==> config.mk <==
export PLATFORM = sky130hd
export DESIGN_NAME = div_seq32_flat
export DESIGN_NICKNAME = d
export VERILOG_FILES = /design/src/rtl/div_pkg.sv /design/src/rtl/div_seq32_if.sv /design/src/rtl/div_step.sv /design/src/rtl/div_seq32.sv /design/src/flat_wrapper.sv
export SDC_FILE = /design/constraint.sdc
export NUM_CORES = 1
export LEC_CHECK = 0
export CAP_MARGIN = 20
export CORE_ASPECT_RATIO = 0.5
export CORE_MARGIN = 8
export CORE_UTILIZATION = 63
export DETAILED_ROUTE_END_ITERATION = 10
export GPL_TIMING_DRIVEN = 0
export PLACE_DENSITY = 0.9
export SLEW_MARGIN = 30
export SYNTH_ARGS = -nofsm -noshare
export SYNTH_HDL_FRONTEND = slang
export SYNTH_SLANG_ARGS = --single-unit
==> constraint.sdc <==
create_clock -name clk -period 5 [get_ports clk]
set_clock_uncertainty 0.1 [all_clocks]
set_input_delay 0.5 -clock clk [delete_from_list [all_inputs] [get_ports clk]]
set_output_delay 0.5 -clock clk [all_outputs]
set_load 0.01 [all_outputs]
==> src/rtl/div_pkg.sv <==
// Shared types and constants for the sequential
// radix-2 restoring divider.
package div_pkg;

  typedef enum logic [2:0] {
    IDLE,
    PREP,
    ITER,
    FIX,
    DONE
  } state_t;

  localparam int          DIV_W      = 32;
  localparam int          DIV_ITERS  = 32;
  localparam logic [31:0] DIV_ZERO_Q = 32'hFFFFFFFF;

endpackage

==> src/rtl/div_seq32_if.sv <==
// Request/response bundle between the execute
// stage controller and the divider.
interface div_seq32_if #(
  parameter int WIDTH = 32
);

  logic             start;
  logic             is_signed;
  logic [WIDTH-1:0] dividend;
  logic [WIDTH-1:0] divisor;
  logic             busy;
  logic             done;
  logic [WIDTH-1:0] quotient;
  logic [WIDTH-1:0] remainder;
  logic             div_zero;

  modport master (
    output start,
    output is_signed,
    output dividend,
    output divisor,
    input  busy,
    input  done,
    input  quotient,
    input  remainder,
    input  div_zero
  );

  modport slave (
    input  start,
    input  is_signed,
    input  dividend,
    input  divisor,
    output busy,
    output done,
    output quotient,
    output remainder,
    output div_zero
  );

endinterface

==> src/rtl/div_step.sv <==
// One restoring-division iteration: shift in the
// next dividend bit and subtract if it fits.
module div_step #(
  parameter int WIDTH = 32
) (
  input  logic [WIDTH:0]   rem,
  input  logic             bit_in,
  input  logic [WIDTH-1:0] dsr,
  output logic [WIDTH:0]   rem_nxt,
  output logic             qbit
);

  logic [WIDTH:0]   sh;
  logic [WIDTH+1:0] diff;

  // rem < dsr always holds, so the shift never
  // loses a significant bit.
  assign sh   = {rem[WIDTH-1:0], bit_in};
  assign diff = {1'b0, sh} - {2'b00, dsr};
  assign qbit = ~diff[WIDTH+1];

  assign rem_nxt = qbit ? diff[WIDTH:0] : sh;

endmodule

==> src/rtl/div_seq32.sv <==
// Multi-cycle 32-bit signed/unsigned divider,
// one quotient bit per clock, results to HI/LO.
module div_seq32
  import div_pkg::*;
#(
  parameter int WIDTH = DIV_W
) (
  input logic         clk,
  input logic         rst_n,
  div_seq32_if.slave  bus
);

  state_t           state;
  logic [4:0]       cnt;
  logic             sgn;
  logic             neg_a;
  logic             neg_b;
  logic [WIDTH-1:0] a_raw;
  logic [WIDTH-1:0] b_raw;
  logic [WIDTH-1:0] b_mag;
  logic [WIDTH-1:0] q_sh;
  logic [WIDTH:0]   rem;
  logic [WIDTH-1:0] q_o;
  logic [WIDTH-1:0] r_o;
  logic             z_o;

  logic             a_neg_c;
  logic             b_neg_c;
  logic [WIDTH-1:0] a_mag_c;
  logic [WIDTH-1:0] b_mag_c;
  logic [WIDTH:0]   rem_nxt;
  logic             qbit;

  assign a_neg_c = sgn & a_raw[WIDTH-1];
  assign b_neg_c = sgn & b_raw[WIDTH-1];
  assign a_mag_c = a_neg_c ? -a_raw : a_raw;
  assign b_mag_c = b_neg_c ? -b_raw : b_raw;

  div_step #(
    .WIDTH (WIDTH)
  ) u_step (
    .rem     (rem),
    .bit_in  (q_sh[WIDTH-1]),
    .dsr     (b_mag),
    .rem_nxt (rem_nxt),
    .qbit    (qbit)
  );

  always_ff @(posedge clk or negedge rst_n) begin
    if (!rst_n) begin
      state <= IDLE;
      cnt   <= '0;
      sgn   <= 1'b0;
      neg_a <= 1'b0;
      neg_b <= 1'b0;
      a_raw <= '0;
      b_raw <= '0;
      b_mag <= '0;
      q_sh  <= '0;
      rem   <= '0;
      q_o   <= '0;
      r_o   <= '0;
      z_o   <= 1'b0;
    end else begin
      unique case (1'b1)
        (state == IDLE): begin
          if (bus.start) begin
            a_raw <= bus.dividend;
            b_raw <= bus.divisor;
            sgn   <= bus.is_signed;
            state <= PREP;
          end
        end
        (state == PREP): begin
          neg_a <= a_neg_c;
          neg_b <= b_neg_c;
          b_mag <= b_mag_c;
          if (b_raw == '0) begin
            q_o   <= WIDTH'(DIV_ZERO_Q);
            r_o   <= a_raw;
            z_o   <= 1'b1;
            state <= DONE;
          end else begin
            rem   <= '0;
            q_sh  <= a_mag_c;
            cnt   <= '0;
            state <= ITER;
          end
        end
        (state == ITER): begin
          rem  <= rem_nxt;
          q_sh <= {q_sh[WIDTH-2:0], qbit};
          cnt  <= cnt + 5'd1;
          if (cnt == 5'(DIV_ITERS - 1))
            state <= FIX;
        end
        (state == FIX): begin
          // Truncation toward zero; remainder
          // follows the dividend's sign.
          q_o   <= (neg_a ^ neg_b) ? -q_sh : q_sh;
          r_o   <= neg_a ? -rem[WIDTH-1:0]
                         : rem[WIDTH-1:0];
          z_o   <= 1'b0;
          state <= DONE;
        end
        (state == DONE): begin
          state <= IDLE;
        end
        default: begin
          state <= IDLE;
        end
      endcase
    end
  end

  assign bus.busy      = (state != IDLE);
  assign bus.done      = (state == DONE);
  assign bus.quotient  = q_o;
  assign bus.remainder = r_o;
  assign bus.div_zero  = z_o;

endmodule

==> src/flat_wrapper.sv <==
// flat-port wrapper written by rule: the top's interface ports become plain ports
module div_seq32_flat import div_pkg::*;
#(
  parameter int WIDTH = DIV_W
)
  (clk, rst_n, bus_start, bus_is_signed, bus_dividend, bus_divisor, bus_busy, bus_done, bus_quotient, bus_remainder, bus_div_zero);
  div_seq32_if #(.WIDTH(WIDTH)) bus_i ();
  input logic clk;
  input logic rst_n;
  input wire logic [$bits(bus_i.start)-1:0] bus_start;
  input wire logic [$bits(bus_i.is_signed)-1:0] bus_is_signed;
  input wire logic [$bits(bus_i.dividend)-1:0] bus_dividend;
  input wire logic [$bits(bus_i.divisor)-1:0] bus_divisor;
  output wire logic [$bits(bus_i.busy)-1:0] bus_busy;
  output wire logic [$bits(bus_i.done)-1:0] bus_done;
  output wire logic [$bits(bus_i.quotient)-1:0] bus_quotient;
  output wire logic [$bits(bus_i.remainder)-1:0] bus_remainder;
  output wire logic [$bits(bus_i.div_zero)-1:0] bus_div_zero;
  assign bus_i.start = bus_start;
  assign bus_i.is_signed = bus_is_signed;
  assign bus_i.dividend = bus_dividend;
  assign bus_i.divisor = bus_divisor;
  assign bus_busy = bus_i.busy;
  assign bus_done = bus_i.done;
  assign bus_quotient = bus_i.quotient;
  assign bus_remainder = bus_i.remainder;
  assign bus_div_zero = bus_i.div_zero;
  div_seq32 #(.WIDTH(WIDTH)) u_core (.clk(clk), .rst_n(rst_n), .bus(bus_i));
endmodule
==> metrics.txt <==
Synth Area per Inst 9.20 sq um; Post-DRT Antenna Nets 0; CTS Hold Bufs 1; simple-gate share of the synthesized area 15.5%; CTS tree yes; maximum buffer depth of the clock tree 3; share of cells above drive strength 1 7.52%; reg2reg path depth 12; Skew-Pair Late Insertion Delay 0.53 ns; post-route total power 12.8 mW; total gr overflow 0; most used cells in the layout excluding fill and tap cells 236 x dfrtp_1, 160 x nand2_1, 139 x o21ai_0; Rel. slew slack 33.7%; site row count 38; sequential cell area fraction in the yosys report 42.9%; RSZ-0062 raised after global routing false; Worst Path Max Fanout 10; post-layout minimum cycle time 3.89 ns; vias in the first global route 12500; mapped cell area 13800 sq um; Synth Area in Compound Gates 18.7%; Routed WL per cell 21.7 um; HPWL Detailed 32.5 mm; WP data arrival 4.22 ns; post-synthesis mux area share 6.40%; Crit Path Category reg2reg; die area 27100 sq um; adder-cell share of the synthesized area 3.60%; die width 225 um; area grow syn2layout 18.8%; Worst Max-Slew Pin Slew 0.990 ns; worst hold path class in2async; setup bufs post-CTS 0; CP endpoint kind register; via count 12600; Antenna diodes 0; Fmax 257 MHz; GRT Resource Usage Total 31.0%; Leak Pwr 6.91 nW; Die Y 121 um; status completed; # nets final 1767; PortBufs 134; max-slew violation count 0; Starting DRT DRC Count 1494; post_cts resized 0; TritonCTS Sinks 236; Required @ worst endpoint 5.33 ns; Critical R2R Launch u_core.b_raw[1]$_DFFE_PN0P_; ys async rst share 100%; Setup TNS 0 ns; Reg2Reg Setup Slack 1.11 ns; WL final 42.8 mm; DRC 0; number of synthesized register bits 236; Critical Path Start Type register; ys flop type dfrtp_1; Via density 6.36; most common cell after layout, fill and taps aside dfrtp_1; Inserted Clock Buffers 22; first-pass GRT wire length 67.4 mm; hold_ws 0.312 ns; final core occ 75.9%; Post-Syn Instances 1498; Ys Warns 0; H-tree depth 1; Syn Nets 1605; number of flops mapped to enable cells by yosys 0; largest family of logic cells by synthesized area compound AO/OA/AOI/OAI gates; initial antenna violation count 0; Worst setup endpoint u_core.cnt[0]$_DFFE_PN0P_; largest net degree at the start of global routing 75; # setup viols final 0; Initial DRT Pass Iterations 5; IO Pins 135; Worst Setup SP u_core.b_raw[1]$_DFFE_PN0P_; Final Cycle Share 77.7%; initial core utilization 63.8%; core footprint 21600 sq um; Yosys cell types 72; cell area power density 780 nW/um^2; Final Hold Violating Endpoints 0; CTS clk-pin slew, worst paths 0.07 ns; Worst R2R End u_core.cnt[0]$_DFFE_PN0P_; Max VDD drop 367 uV; clock root cell clkbuf_16; max-cap violations 0; routability-driven placement congestion ratio 0.990; xor and xnor area share after synthesis 9.15%
## cell usage after synthesis, types with 9 or more instances
cell      number  area [sq um]
o31ai_1       28           210
nand2b_1      11          68.8
xor2_1        84           736
o21ai_0      139           696
mux2_2        57           642
ha_1          38           475
a21o_1        12          90.1
nor3_1        39           195
a21oi_1       83           415
buf_2         10          50.1
nor2_1       128           480
nor4_1         9          56.3
xnor2_1       60           526
inv_1         51           191
nand4_1       13          81.3
o21ai_1       20           100
or3_1         15          93.8
a22oi_1       10          75.1
nand2_1      160           601
a221o_1       26           260
nand3_1       26           130
a31oi_1       18           113
clkbuf_1      68           255
o41ai_1       10          87.6
dfrtp_1      236          5910
mux2i_1       24           240
o22ai_1       15          93.8
or4_1         12          90.1
## metal layers
| metal | wire, um | vias to the layer above | global-route usage, % |
|---|---|---|---|
| li1 | - | 5702 | - |
| met1 | 17700 | 6064 | 41.8 |
| met2 | 19800 | 667 | 50.2 |
| met3 | 3830 | 133 | 5.85 |
| met4 | 1430 | 0 | 10.9 |
| met5 | 0 | - | 0 |
## critical path, cell delays in order (launching register included)
cell and delay, ns:
dfrtp_1 0.41, inv_1 0.11, ha_1 0.19, nand2_1 0.06
nor3_1 0.49, and3_1 0.27, buf_2 0.19, a31oi_1 0.36
nor2_1 0.34, clkbuf_1 0.40, clkbuf_1 0.61, nand2_1 0.14
o21ai_0 0.12
## cells by family after synthesis
family / count (synthesis)
AOI/OAI and AO/OA: 411
xor gates and xnor gates: 144
DFF: 236
muxes: 81
and+or+nand+nor: 452
adders and majority gates: 39
buffers and inverters: 135
## report_power, final
part	total (mW)	internal [mW]	switching (mW)
logic	7.02	3.02	4.00
registers	3.92	2.80	1.12
clock network	1.83	1.06	0.767
total	12.8	6.88	5.89
## area by class of cell
type	count	area (sq um)
fillers	1489	5210
repair buffers	138	1440
clock inverters	9	128
clock buffers	31	646
inverters	52	195
multi-input cells	1127	7350
plain buffers	83	332
flip-flops and latches	236	5910
well taps	300	375
## state kept, by name (all words and copies together), names as in the netlist
register	cells
u_core.q_sh	32
u_core.rem	32
u_core.sgn	1
u_core.cnt	5
u_core.state	3
u_core.b_mag	32
u_core.bus.div_zero	1
u_core.neg_a	1
u_core.neg_b	1
u_core.bus.remainder	32
u_core.bus.quotient	32
u_core.a_raw	32
u_core.b_raw	32
## per-stage QoR
step | instance area [sq um] | cells | worst slack [ns]
after floorplan | 13800 | 1498 | 2.11
after global placement | 15500 | 1932 | -6.09
after detailed placement | 15600 | 1935 | 1.40
after CTS | 16400 | 1976 | 1.30
after global routing | 16400 | 1976 | 0.982
final | 16400 | 1976 | 1.11
## worst min-delay path by stage
stage / endpoint / depth (start not counted) / slack [ns] / startpoint
final: u_core.b_raw[9]$_DFFE_PN0P_ / 2 / 0.31 / rst_n
after global routing: u_core.b_raw[9]$_DFFE_PN0P_ / 2 / 0.32 / rst_n
after CTS: u_core.b_raw[9]$_DFFE_PN0P_ / 2 / 0.31 / rst_n
after detailed placement: u_core.b_raw[9]$_DFFE_PN0P_ / 1 / 0.25 / rst_n
after global placement: u_core.b_mag[24]$_DFFE_PN0N_ / 2 / 0.36 / u_core.b_mag[24]$_DFFE_PN0N_
after floorplan: u_core.a_raw[0]$_DFFE_PN0P_ / 0 / 0.10 / rst_n
Note: power is estimated with default switching activity, not from simulation.
==> RTL edit 1, RTL diff (config.mk and constraints unchanged) <==
Set the package constant `DIV_W` to 16 (it was 32).
--- a/src/rtl/div_pkg.sv
+++ b/src/rtl/div_pkg.sv
@@ -12,3 +12,3 @@
 
-  localparam int          DIV_W      = 32;
+  localparam int          DIV_W      = 16;
   localparam int          DIV_ITERS  = 32;
Ports: changed (resized bus_dividend, bus_divisor, bus_quotient and bus_remainder); port bits go from 135 to 71. The function was not compared with the original's and may differ.
==> RTL edit 1 against the unedited design <==
  * Area after synthesis shrank 49%
  * Total power shrank 46%
  * Sequential power shrank 48%
  * Die area shrank 45%
  * Cell area shrank 47%
  * Routed wire length shrank 53%
  * Worst setup slack gained 790 ps
  * Sequential cell count shrank 112
  * Critical path type unchanged
  * Highest routed layer unchanged
==> RTL edit 1: results (changes against the unedited design) <==
[run_status]
status=finished, final reports clean

[final_layout]
number_of_ordinary_inverters_in_the_final_layout=31  ; -40%
register_area_um2=3100  ; -47%
nonClkBufAreaFrac_pct=10.8  ; -0.026 points
layout.comb_gates.multi_input=551  ; -51%
num-nets-final=894  ; -49%
signal_buffers=110  ; -50%

[detailed_routing]
avgRoutedWirePerCell_um=20.3  ; -6.1%

[hold_path]
holdCritPathClass=flop to flop

[power_and_ir_drop]
max-vdd-ir-drop_mv=0.375  ; +2.0%
sw_frac_of_total_pct=42.9  ; -3.2 points

[cts]
h_tree_levels=4  ; +3
cts_max_path_buffers=2  ; -1
clock_latency_reported_for_the_late_side_of_the_worst_skew_pair_ps=420  ; -110 ps

[timing]
whs_ps=378  ; +65.7 ps

[global_route]
groute.layer.met1.usage_pct=33.7  ; -8.0 points
use_met3_pct=8.14  ; +2.3 points
grt_max_degree=92  ; +23%
grt_pass1_vias=6551  ; -47%

[setup_path]
reg2reg_setup_slack_ps=1900  ; +790 ps
timing.critical_path.to=u_core.rem[9]
r2r_cells=9  ; -3
critical_path.slowest_cell=sky130_fd_sc_hd__dfrtp_1

[synthesis]
synthTopCellsByCount=sky130_fd_sc_hd__dfrtp_1, sky130_fd_sc_hd__nand2_1, sky130_fd_sc_hd__o21ai_0, sky130_fd_sc_hd__nor2_1, sky130_fd_sc_hd__a21oi_1
syn_nets=803  ; -50%

[placement]
place.port_buffers=70  ; -48%
dpl_cell_area_um2=7940  ; -49%

## RTL edit 1: cell types whose count changed in the layout (fill, tap and decap cells not counted), moves of 47 or more
cell,change
sky130_fd_sc_hd__clkdlybuf4s50_1,-64
sky130_fd_sc_hd__dfrtp_1,-112
sky130_fd_sc_hd__nand2_1,-68
sky130_fd_sc_hd__o21ai_0,-69
sky130_fd_sc_hd__clkbuf_1,-48
sky130_fd_sc_hd__a21oi_1,-47
sky130_fd_sc_hd__nor2_1,-70
sky130_fd_sc_hd__xor2_1,-51
## RTL edit 1: cells by family after synthesis
| kind of cell | count (synthesis) | share of synthesized area [%] |
|---|---|---|
| buffers and inverters | 69 | 4.33 |
| DFF | 124 | 44.2 |
| muxes | 41 | 6.36 |
| adders and majority gates | 23 | 4.20 |
| AOI/OAI and AO/OA | 188 | 17.1 |
| xor gates and xnor gates | 67 | 8.35 |
| and+or+nand+nor | 232 | 15.5 |
==> RTL edit 2, RTL diff (config.mk and constraints unchanged) <==
Without the edit above. Make the reset (`rst_n`) synchronous in one clocked block.
--- a/src/rtl/div_seq32.sv
+++ b/src/rtl/div_seq32.sv
@@ -48,3 +48,3 @@
 
-  always_ff @(posedge clk or negedge rst_n) begin
+  always_ff @(posedge clk) begin
     if (!rst_n) begin
Formal check against the unedited RTL: differs if rst_n is asserted again (counterexample within 4 cycles, from zero or initial values and one cycle with rst_n low); with rst_n held inactive, the same outputs for 10 cycles.
==> RTL edit 2 against the unedited design <==
  * Worst setup slack lost 180 ps
  * Sequential cell count unchanged
  * Fmax is 4.5% lower
  * Cell area is 1.7% lower
  * Routed wire length increased by 2.3%
  * Sequential share of layout area shrank 6.7 points
  * Area after synthesis is 0.85% lower
Power is not compared: it rests on default switching activity, and its combinational part moved more than twofold at a synthesized area within 25%.
==> RTL edit 2: results (changes against the unedited design) <==
[final_layout]
multi_input_comb_area_um2=8240  ; +12%
fraction_of_layout_cells_with_a_size_suffix_above_1_pct=3.16  ; -4.4 points
clk_share_pct=4.54  ; -0.18 points
num-nets-final=2025  ; +15%
register_area_um2=4720  ; -20%
clockBufferCount=35  ; +13%
signal_buffers=261  ; +18%
number_of_fill_cells_in_the_layout=1646  ; +11%
layout.comb_gates.multi_input=1345  ; +19%
area_growth_syn_to_layout_pct=17.8
nonClkBufAreaFrac_pct=11.4  ; +0.55 points
num_antenna_cells=0  ; unchanged
layout.sequential_cells=236  ; unchanged

[power_and_ir_drop]
power.share.clock_pct=34.2
total_switching_power_mw=1.69

[detailed_routing]
initialDrtViolationCount=1711  ; +15%
vias_per_cell=6.18  ; -2.8%
drtPass1Iterations=6  ; +1
avgRoutedWirePerCell_um=19.6  ; -9.5%

[setup_path]
critPathMaxFanout=10  ; unchanged
crit_arrival_ps=4430  ; +210 ps
critical_path.max_stage_delay_ps=530  ; -80 ps
critical_path.reg2reg.endpoint=u_core.rem[24]
critical_path.slowest_cell=sky130_fd_sc_hd__o211ai_1
r2r_cells=11  ; -1
critical_path.top_delay_family=compound AO/OA/AOI/OAI gates
reg2reg_setup_slack_ps=930  ; -180 ps
rr_startpoint=u_core.q_sh[31]

[hold_path]
holdCritPathClass=flop to flop
holdPathStages=2

[placement]
gp_routability_congestion=1.00  ; +1.3%
place.port_buffers=133  ; -0.75%
detailedPlacementHpwl_mm=33.0  ; +1.6%
dpl_cell_area_um2=15400  ; -1.4%

[synthesis]
synth_cell_type_count=71  ; -1.4%
ys_dominant_reg_cell=sky130_fd_sc_hd__dfxtp_1
synth-seq-area-share_pct=34.6  ; -8.3 points
synthTopCellsByCount=sky130_fd_sc_hd__nand2_1, sky130_fd_sc_hd__dfxtp_1, sky130_fd_sc_hd__clkbuf_1, sky130_fd_sc_hd__nand3_1, sky130_fd_sc_hd__nor2_1
ys_async_sr_fraction_pct=0  ; -100 points
combinational_family_with_the_most_area_after_synthesis=simple AND/OR/NAND/NOR gates
synth_top_cells_by_area=sky130_fd_sc_hd__dfxtp_1, sky130_fd_sc_hd__nand2_1, sky130_fd_sc_hd__xnor2_1, sky130_fd_sc_hd__a21boi_0, sky130_fd_sc_hd__nand3_1
area_share_of_xor_xnor_cells_in_the_synthesized_design_pct=8.59  ; -0.56 points
synth_compound_area_share_pct=23.3  ; +4.6 points
ys_warn_count=0  ; unchanged
synth_mux_area_share_pct=0.366  ; -6.0 points
synthAdderAreaFrac_pct=3.63  ; +0.031 points
syn_nets=1868  ; +16%

[global_route]
grt_pass1_vias=12900  ; +3.2%
groute.usage.overall_pct=31.3  ; +0.26 points
grt_first_pass_wirelength_mm=68.7  ; +1.9%
grt_max_degree=15  ; -80%

[cts]
root_buf_cell=sky130_fd_sc_hd__clkbuf_16

[timing]
whs_ps=385  ; +72.6 ps
max_slew.worst_pin.slew_ps=1060  ; +72.3 ps

[run_status]
status=finished, final reports clean

-- RTL edit 2: metal layers --
| metal | wire length, µm | share of wire [%] | GRT usage (%) | vias to the layer above |
|---|---|---|---|---|
| met3 | 3980 | 9.1 | 5.43 | 138 |
| met4 | 2140 | 4.9 | 15.0 | 0 |
| met5 | 0 | 0 | 0 | - |
| met1 | 18100 | 41 | 40.1 | 6462 |
| met2 | 19600 | 45 | 51.0 | 664 |
| li1 | - | - | - | 6533 |
-- RTL edit 2: worst reg2reg max path, delay by kind of cell, from the launching register on --
| kind | cells | cell delay [ps] |
|---|---|---|
| AOI/OAI and AO/OA | 6 | 2160 |
| and+or+nand+nor | 2 | 330 |
| adders and majority gates | 1 | 260 |
| buffers and inverters | 2 | 680 |
| DFF | 1 | 460 |
-- RTL edit 2: metrics by stage --
step	worst slack [ps]	cells	total power, mW
after floorplan	2050	1761	3.00
after global placement	1260	2194	3.38
after detailed placement	1250	2194	3.40
after CTS	1180	2233	5.13
after global routing	764	2233	5.38
final	928	2233	5.18
